## src/rtl/serve_sequencer.sv

```systemverilog
// serve_sequencer: runs one rally of a level. Counts down after level_rst,
// launches the ball, scores paddle hits with periodic speed-up, detects a
// miss, freezes the ball for a while, then returns to IDLE.
module serve_sequencer #(
  parameter int COUNT_FRAMES    = 60,
  parameter int COUNT_STEPS     = 3,
  parameter int BASE_SPEED      = 2,
  parameter int SPEED_STEP_HITS = 3,
  parameter int MAX_SPEED       = 7,
  parameter int MISS_FRAMES     = 30
) (
  input  logic       frame_clk,
  input  logic       game_rst,
  input  logic       level_rst,
  input  logic       pause,
  input  logic [7:0] lvl_num,
  input  logic       paddle_hit,
  input  logic       ball_past_paddle,
  output logic [7:0] score,
  output logic       miss,
  output logic       ball_hold,
  output logic       ball_launch,
  output logic [3:0] speed,
  output logic [1:0] countdown
);

  // One frame counter serves both the countdown steps and the miss freeze.
  localparam int CNT_MAX = (COUNT_FRAMES > MISS_FRAMES) ? COUNT_FRAMES : MISS_FRAMES;
  localparam int CW      = $clog2(CNT_MAX + 1);
  localparam int HW      = $clog2(SPEED_STEP_HITS + 1);

  typedef enum logic [2:0] {
    S_IDLE,
    S_COUNTDOWN,
    S_LAUNCH,
    S_RALLY,
    S_MISS_HOLD
  } state_t;

  state_t          state_q, state_d;
  logic [7:0]      score_q, score_d;
  logic [HW-1:0]   hit_cnt_q, hit_cnt_d;
  logic [3:0]      speed_q, speed_d;
  logic [1:0]      step_q, step_d;
  logic [CW-1:0]   frame_cnt_q, frame_cnt_d;
  logic            miss_q, miss_d;

  logic [4:0]      speed_sum;
  logic [3:0]      launch_speed;
  logic            unused_lvl_bits;

  // Only the low three level bits feed the launch speed.
  assign unused_lvl_bits = ^lvl_num[7:3];

  // Launch speed: 5-bit sum of base and level, clamped to the ceiling.
  always_comb begin
    speed_sum    = 5'(BASE_SPEED) + {2'b00, lvl_num[2:0]};
    launch_speed = (speed_sum > 5'(MAX_SPEED)) ? 4'(MAX_SPEED) : speed_sum[3:0];
  end

  // State and datapath registers.
  always_ff @(posedge frame_clk or posedge game_rst) begin
    if (game_rst) begin
      state_q     <= S_IDLE;
      score_q     <= 8'd0;
      hit_cnt_q   <= '0;
      speed_q     <= 4'(BASE_SPEED);
      step_q      <= 2'd0;
      frame_cnt_q <= '0;
      miss_q      <= 1'b0;
    end else begin
      state_q     <= state_d;
      score_q     <= score_d;
      hit_cnt_q   <= hit_cnt_d;
      speed_q     <= speed_d;
      step_q      <= step_d;
      frame_cnt_q <= frame_cnt_d;
      miss_q      <= miss_d;
    end
  end

  // Next-state logic; level_rst overrides every other transition.
  always_comb begin
    state_d     = state_q;
    score_d     = score_q;
    hit_cnt_d   = hit_cnt_q;
    speed_d     = speed_q;
    step_d      = step_q;
    frame_cnt_d = frame_cnt_q;
    miss_d      = 1'b0;

    if (level_rst) begin
      state_d     = S_IDLE;
      score_d     = 8'd0;
      hit_cnt_d   = '0;
      step_d      = 2'd0;
      frame_cnt_d = '0;
    end else begin
      case (state_q)
        S_IDLE: begin
          score_d   = 8'd0;
          hit_cnt_d = '0;
          if (!pause) begin
            state_d     = S_COUNTDOWN;
            speed_d     = launch_speed;
            step_d      = 2'(COUNT_STEPS);
            frame_cnt_d = '0;
          end
        end
        S_COUNTDOWN: begin
          if (!pause) begin
            if (frame_cnt_q == CW'(COUNT_FRAMES - 1)) begin
              frame_cnt_d = '0;
              step_d      = step_q - 2'd1;
              if (step_q == 2'd1) begin
                state_d = S_LAUNCH;
              end
            end else begin
              frame_cnt_d = frame_cnt_q + 1'b1;
            end
          end
        end
        S_LAUNCH: begin
          state_d = S_RALLY;
        end
        S_RALLY: begin
          if (!pause) begin
            if (paddle_hit) begin
              if (score_q != 8'hFF) begin
                score_d = score_q + 8'd1;
              end
              if (hit_cnt_q == HW'(SPEED_STEP_HITS - 1)) begin
                hit_cnt_d = '0;
                if (speed_q < 4'(MAX_SPEED)) begin
                  speed_d = speed_q + 4'd1;
                end
              end else begin
                hit_cnt_d = hit_cnt_q + 1'b1;
              end
            end else if (ball_past_paddle) begin
              miss_d      = 1'b1;
              state_d     = S_MISS_HOLD;
              frame_cnt_d = '0;
            end
          end
        end
        S_MISS_HOLD: begin
          if (frame_cnt_q == CW'(MISS_FRAMES - 1)) begin
            state_d     = S_IDLE;
            frame_cnt_d = '0;
            score_d     = 8'd0;
            hit_cnt_d   = '0;
          end else begin
            frame_cnt_d = frame_cnt_q + 1'b1;
          end
        end
        default: begin
          state_d = S_IDLE;
        end
      endcase
    end
  end

  // Outputs decoded from registered state.
  always_comb begin
    score       = score_q;
    miss        = miss_q;
    speed       = speed_q;
    ball_launch = (state_q == S_LAUNCH);
    ball_hold   = (state_q != S_LAUNCH) && (state_q != S_RALLY);
    countdown   = (state_q == S_COUNTDOWN) ? step_q : 2'd0;
  end

endmodule

```

## config.mk

```make
export PLATFORM = sky130hd
export DESIGN_NAME = serve_sequencer
export DESIGN_NICKNAME = d
export VERILOG_FILES = /design/src/rtl/serve_sequencer.sv
export SDC_FILE = /design/constraint.sdc
export NUM_CORES = 1
export LEC_CHECK = 0
export CAP_MARGIN = 20
export CORE_MARGIN = 3
export CORE_UTILIZATION = 40
export CTS_CLUSTER_DIAMETER = 120
export DETAILED_ROUTE_END_ITERATION = 10
export PLACE_DENSITY = 0.66
export SLEW_MARGIN = 20
export SYNTH_ARGS = -nofsm -noshare
export SYNTH_HDL_FRONTEND = slang
export SYNTH_SLANG_ARGS = --single-unit
```

## constraint.sdc

```tcl
create_clock -name frame_clk -period 1.7 [get_ports frame_clk]
set_input_delay 0.34 -clock frame_clk [delete_from_list [all_inputs] [get_ports frame_clk]]
set_output_delay 0.34 -clock frame_clk [all_outputs]
set_load 0.005 [all_outputs]
```

======== After elaboration in Yosys (flattened, before gate mapping) ========
Index checks and enable logic that the tools add are counted.
storage, ports and cells
  register bits after elaboration ......... 26
  input bits .............................. 14
  memories ................................ 0
  ROM bits ................................ 0
  memory bits (writable) .................. 0
  bits in latches ......................... 0
cells by class
  muxes and demuxes ....................... 49
  reduce and logical (&&, ||, !) cells .... 12
  div/mod/pow operators ................... 0
  $mul .................................... 0
  magnitude comparators ................... 2
  equal/unequal tests ..................... 26
  bitwise gates (word level) .............. 1
  shifts and indexed selects .............. 0
  $add $sub $neg .......................... 6
operator list
  kind                                                              number
  6-bit 2-to-1 mux                                                  8
  8-bit 2-to-1 mux                                                  5
  3-bit != test (second input constant)                             10
  3-bit 2-to-1 mux                                                  9
  4-bit 2-to-1 mux                                                  6
  6-bit one-hot mux with 4 select lines                             1
  8-bit one-hot mux with 3 select lines                             1
  2-bit 2-to-1 mux                                                  10
  3-bit one-hot mux with 5 select lines                             1
  2-bit != test (second input constant)                             5
  8-bit by 1-bit adder with 8-bit output (second input constant)    1
  8-bit != test (second input constant)                             1
  4-bit one-hot mux with 2 select lines                             1
  4-bit AND reduction                                               2
  8-bit AND reduction                                               1
  7-bit AND reduction                                               1
  6-bit by 1-bit adder with 6-bit output (second input constant)    1
  3-bit by 2-bit == test with 1-bit output (second input constant)  2
  6-bit by 5-bit == test with 1-bit output (second input constant)  1
  6-bit == test (second input constant)                             1
  3-bit by 2-bit != test with 1-bit output (second input constant)  2
  2-bit one-hot mux with 3 select lines                             1
  6-bit AND reduction                                               1
  1-bit 2-to-1 mux                                                  5
  other kinds (19)                                                  19

======== Logic depth before layout (Yosys ltp) ========
  depth in word-level cells ............... 6
  depth in mapped cells ................... 6

======== Worst setup path before layout ========
No wires, ideal clock.
  path kind ............................... reg-to-reg
  start point ............................. register state_q[1]
  end point ............................... register frame_cnt_q[3]
  stages on the path, launching flop included .. 6
  buffers on the path ..................... 1
  library setup time ...................... 0.080 ns
  clock period less this slack ............ 1.623 ns
  setup slack ............................. 0.077 ns
  arrival time ............................ 1.543 ns
  cell sequence ........................... dfrtp_1 buf_6 or4b_4 a31oi_4 o21bai_4 o211ai_2
between the ends
  word-level cells in the longest chain between the ends .. 3
  elaborated cells between the ends (all ways) .. 13
  those cells by class .................... eq/ne: 8; mux: 2; reduce/logical: 3
RTL lines
  item                                                               line  source
  from (decl)                                                        40    state_t state_q, state_d;
  from (signal assigned)                                             72    state_q <= state_d;
  3-bit by 2-bit == test with 1-bit output (tied with other cells)   99    case (state_q)
  3-bit != test (no line) (tied with other cells)                    -
  6-bit AND reduction (no line) or 6-bit 2-to-1 mux (tied branches)  -
  to (signal assigned)                                               77    frame_cnt_q <= frame_cnt_d;
  to (decl)                                                          45    logic [CW-1:0] frame_cnt_q, frame_cnt_d;
Parallel ways exist; a longest one is shown, timed or not.
A chain may end at the register's enable or synchronous reset.

======== Final worst setup path ========
  start point ............................. register state_q[2]
  end point ............................... register score_q[2] (netlist: score[2])
between the ends
  word-level cells in the longest chain between the ends .. 3
  elaborated cells between the ends (all ways) .. 11
  those cells by class .................... eq/ne: 6; mux: 2; reduce/logical: 3
RTL lines
  item                                                               line  source
  3-bit by 2-bit == test with 1-bit output (tied with other cells)   99
  3-bit != test (no line) (tied with other cells)                    -
  5-bit AND reduction (no line) or 8-bit 2-to-1 mux (tied branches)  -
  to (signal assigned)                                               73    score_q <= score_d;
  to (decl)                                                          41    logic [7:0] score_q, score_d;
Parallel ways exist; a longest one is shown, timed or not.

==> metrics.md <==
| Metric | Value |
|---|---|
| Setup violations, final | 10 |
| Die Area | 4970 µm² |
| GRT busiest layer | met2 |
| Max-Cap Viols | 0 |
| Leakage | 0.00113 µW |
| Clk_skew | approximately 3.1 ps |
| Via count | 1627 |
| Int Pwr | 1100 µW |
| TritonCTS clock tree | done |
| Synth area leader | dfrtp_1 |
| CP max-delay cell | dfrtp_2 |
| Initial Util | 43.5% |
| Delay-heaviest family, CP | simple AND/OR/NAND/NOR gates |
| Violated checks | setup timing |
| GRT Resource Usage Total | between 15 and 20% |
| Core area | 3830 µm² |
| Drt wl/cell | 15.1 µm |
| Crit path cell chain | buf_6 -> buf_6 -> or2_4 -> or2_4 -> or3_4 -> o22ai_2 |
| Comb power frac | 18.7% |
| Initial antenna violation count | 0 |
| First-pass DRT Iterations | 4 |
| Initial DRC count | 38 |
| Post-route insts no fill | 289 |
| CP endpoint kind | flip-flop |
| CTS root buffer | clkbuf_8 |
| Post-Syn Nets | 193 |
| Post-Synthesis Cell Area | 1660 µm² |
| Vias in the first global route | roughly 1500 |
| Clk pin slew, worst setup/hold paths | 90 ps |
| Site row count | 22 |
| Cts bufs inserted | 3 |
| CP Data Required Time | 1900 ps |
| Post-DRT Antenna Nets | 0 |
| Worst rel slew slack | 75.8% |
| Layout cell share with drive strength beyond 1 | 38.2% |
| Main area contributors after synthesis | dfrtp_1 (38%), ha_1 (3.8%), o211ai_2 (3.0%) |
| Yosys warnings | 0 |
| Register area | 656 µm² |
| Placed cells | approximately 270 |
| Final Hold Fails | 0 |
| Met1 Usage GRT | 22.6% |
| Detailed Place HPWL | 2.97 mm |
| Congestion Overflow GR | 0 |
| Startpoint Class | flip-flop |
| CP max FO | 4 |
| H-tree Lvls | 1 |
| Min Tclk post-route | 1790 ps |
| Crit path kind | reg2reg |
| Outcome | finished, violations left |
| Synth Flop Type | dfrtp_1 |
| IO Pins | 31 |
| Actual slew at the worst max-slew pin | 362 ps |
| IO Port Bufs | 25 |
| Number of diodes | 0 |
| First-pass GRT wire length | approximately 6.9 mm |
| Worst hold margin | 415 ps |
| VDD IR max | 0.294 mV |
| GP Congestion | 0.871 |
| Largest net degree at the start of global routing | 27 |
| Area of the multi-input gates | ~1000 µm² |
| GRT met3 Usage | roughly 2.3% |
| Clock share of power | 35.5% |
| Slowest stage delay, CP | 450 ps |
| Cell variety after synth | 51 |
| Sequential fraction of the synthesis area | 39.2% |
| Worst min path class | in2async |
| Die H | a little over 70 µm |
| Peak Freq | 560 MHz |
| P_sw | 348 µW |
| Vias/cell | between 5 and 6 |
| Setup TNS | -346 ps |
| #FFs+latches synth | 26 |
| Grt met2 use | 28.0% |
| Syn Area/Cell | between 9 and 10 µm² |
| Yosys top cell area share | between 30% and 40% |
| Sw frac | roughly a quarter |
| EDFF count, synth | 0 |
| Worst skew pair latency | between 200 and 300 ps |
| RSZ-0062 raised after global routing | yes |
| Critical path arrival | 1990 ps |
| Crit share post-route | 105% |
| Fillers | 289 |
| Buf/Inv on CP | 2 |
| Cell area power density | 583 nW/µm² |
| Final slew viol count | 0 |
| Sequential group share of total power | 45.8% |
| Syn Inst Count | 174 |
| Area grow syn2layout | 49.4% |
| Post-Route WL | 4.36 mm |
| # clock sinks | 26 |
| Setup ws final | -85.8 ps |
| Clock Tree Buf Depth | 2 |
| Fraction of registers with async set/reset | 100% |
| Final nets | 261 |
| Die X | between 70 and 80 µm |
| DRC | 0 |
-- placed cells by master, fill, tap and decap left out, types with 5 or more instances in the layout --
master           synthesis  final
buf_4                    0     39
dfrtp_1                 25     22
clkdlybuf4s50_1          0     17
nand2_1                 12     12
inv_1                   12     12
nor2_1                  10      8
a21oi_1                  9      8
nand3_1                  6      6
dlymetal6s2s_1           0      6
a31oi_1                  5      5
buf_6                    1      5
-- synthesized netlist by cell type, types with 2 or more instances --
cell type / n
inv_1: 12
mux2i_1: 3
and2_1: 4
or2_4: 2
o22ai_1: 3
nor2b_1: 2
o21ai_0: 4
o211ai_1: 3
o211ai_2: 4
a311oi_1: 2
nand3_1: 6
a21oi_1: 9
buf_2: 5
nand4_1: 3
o21ai_1: 2
a31oi_1: 5
dfrtp_1: 25
nand2b_1: 5
nand2_1: 12
nor2_1: 10
o22a_1: 4
o21a_1: 3
ha_1: 5
nor3_1: 7
a211oi_1: 3
mux2_2: 3
a22oi_1: 3
and3_1: 2
-- logic make-up (layout without fill, tap and decap cells) --
group           count (synthesis)  in the layout  synth area share [%]
simple gates                   64             64                  21.5
compound gates                 55             55                  26.8
flops                          26             26                  39.2
fa+ha+maj                       5              5                  3.76
buf+inv                        18             85                  4.89
mux                             6              6                  3.83
-- what timing repair did --
action	CTS	global route
buffers inserted	4	10
setup endpoints to repair	14	26
endpoints found under the hold margin	0	0
pin swaps	5	11
resized for setup	12	33
hold buffers	0	0
-- stage by stage --
stage               power (µW)  util [%]  worst slack (ps)  cell area [µm²]
floorplan                  789         -              76.6             1660
global placement           908      56.5              -282             2160
detailed placement         920      56.5              -301             2160
CTS                       1440      59.5              -206             2280
global route              1510      65.0              -112             2490
finish                    1450      65.0             -85.8             2490
-- worst register-to-register path, stage by stage, from the launching register on --
cell and delay [ps]:
dfrtp_2 450, buf_6 130, buf_6 110, or2_4 250, or2_4 270, or3_4 380
o22ai_2 140
-- cell type report --
| cell class | instances | share of cell area, % |
|---|---|---|
| Clock buffer | 3 | 1.66 |
| Clock inverter | 1 | 1.21 |
| Inverter | 12 | 1.81 |
| Multi-Input combinational cell | 130 | 42.0 |
| Sequential cell | 26 | 26.4 |
| Tap cell | 48 | 2.42 |
| Timing Repair Buffer | 69 | 24.5 |
-- power by group through the flow --
stage / sequential (µW) / clock [µW] / combinational (µW)
after floorplan: 674 / 0 / 114
final: 663 / 515 / 271
after CTS: 663 / 526 / 247
after detailed placement: 675 / 0 / 245
after global routing: 667 / 542 / 297
after global placement: 673 / 0 / 235
-- flip-flops by register name, indices dropped and copies added (netlist names) --
register and flops:
state_q 3, miss 1, score 8, step_q 2, speed 4, hit_cnt_q 2, frame_cnt_q 6
-- routing by layer --
metal	share of wire, %	wire length (µm)
met5	0	0
met4	0.90	39
met3	3.6	155
met2	50	2190
met1	45	1970
-- final timing paths --
kind,start,to,slack (ps),depth (start not counted)
worst max-delay path,state_q[2]$_DFFE_PP0P_,score[2]$_DFFE_PP0P_,-90,6
worst min-delay path,game_rst,score[0]$_DFFE_PP0P_,410,3
worst max register to register,state_q[2]$_DFFE_PP0P_,score[2]$_DFFE_PP0P_,-90,6
worst min register to register,score[0]$_DFFE_PP0P_,score[0]$_DFFE_PP0P_,560,1
max in group asynchronous,game_rst,speed[1]$_DFFE_PP1P_,980,3
min in group frame_clk,level_rst,step_q[0]$_DFFE_PP0P_,450,3
Power figures use the tool's default switching activity.
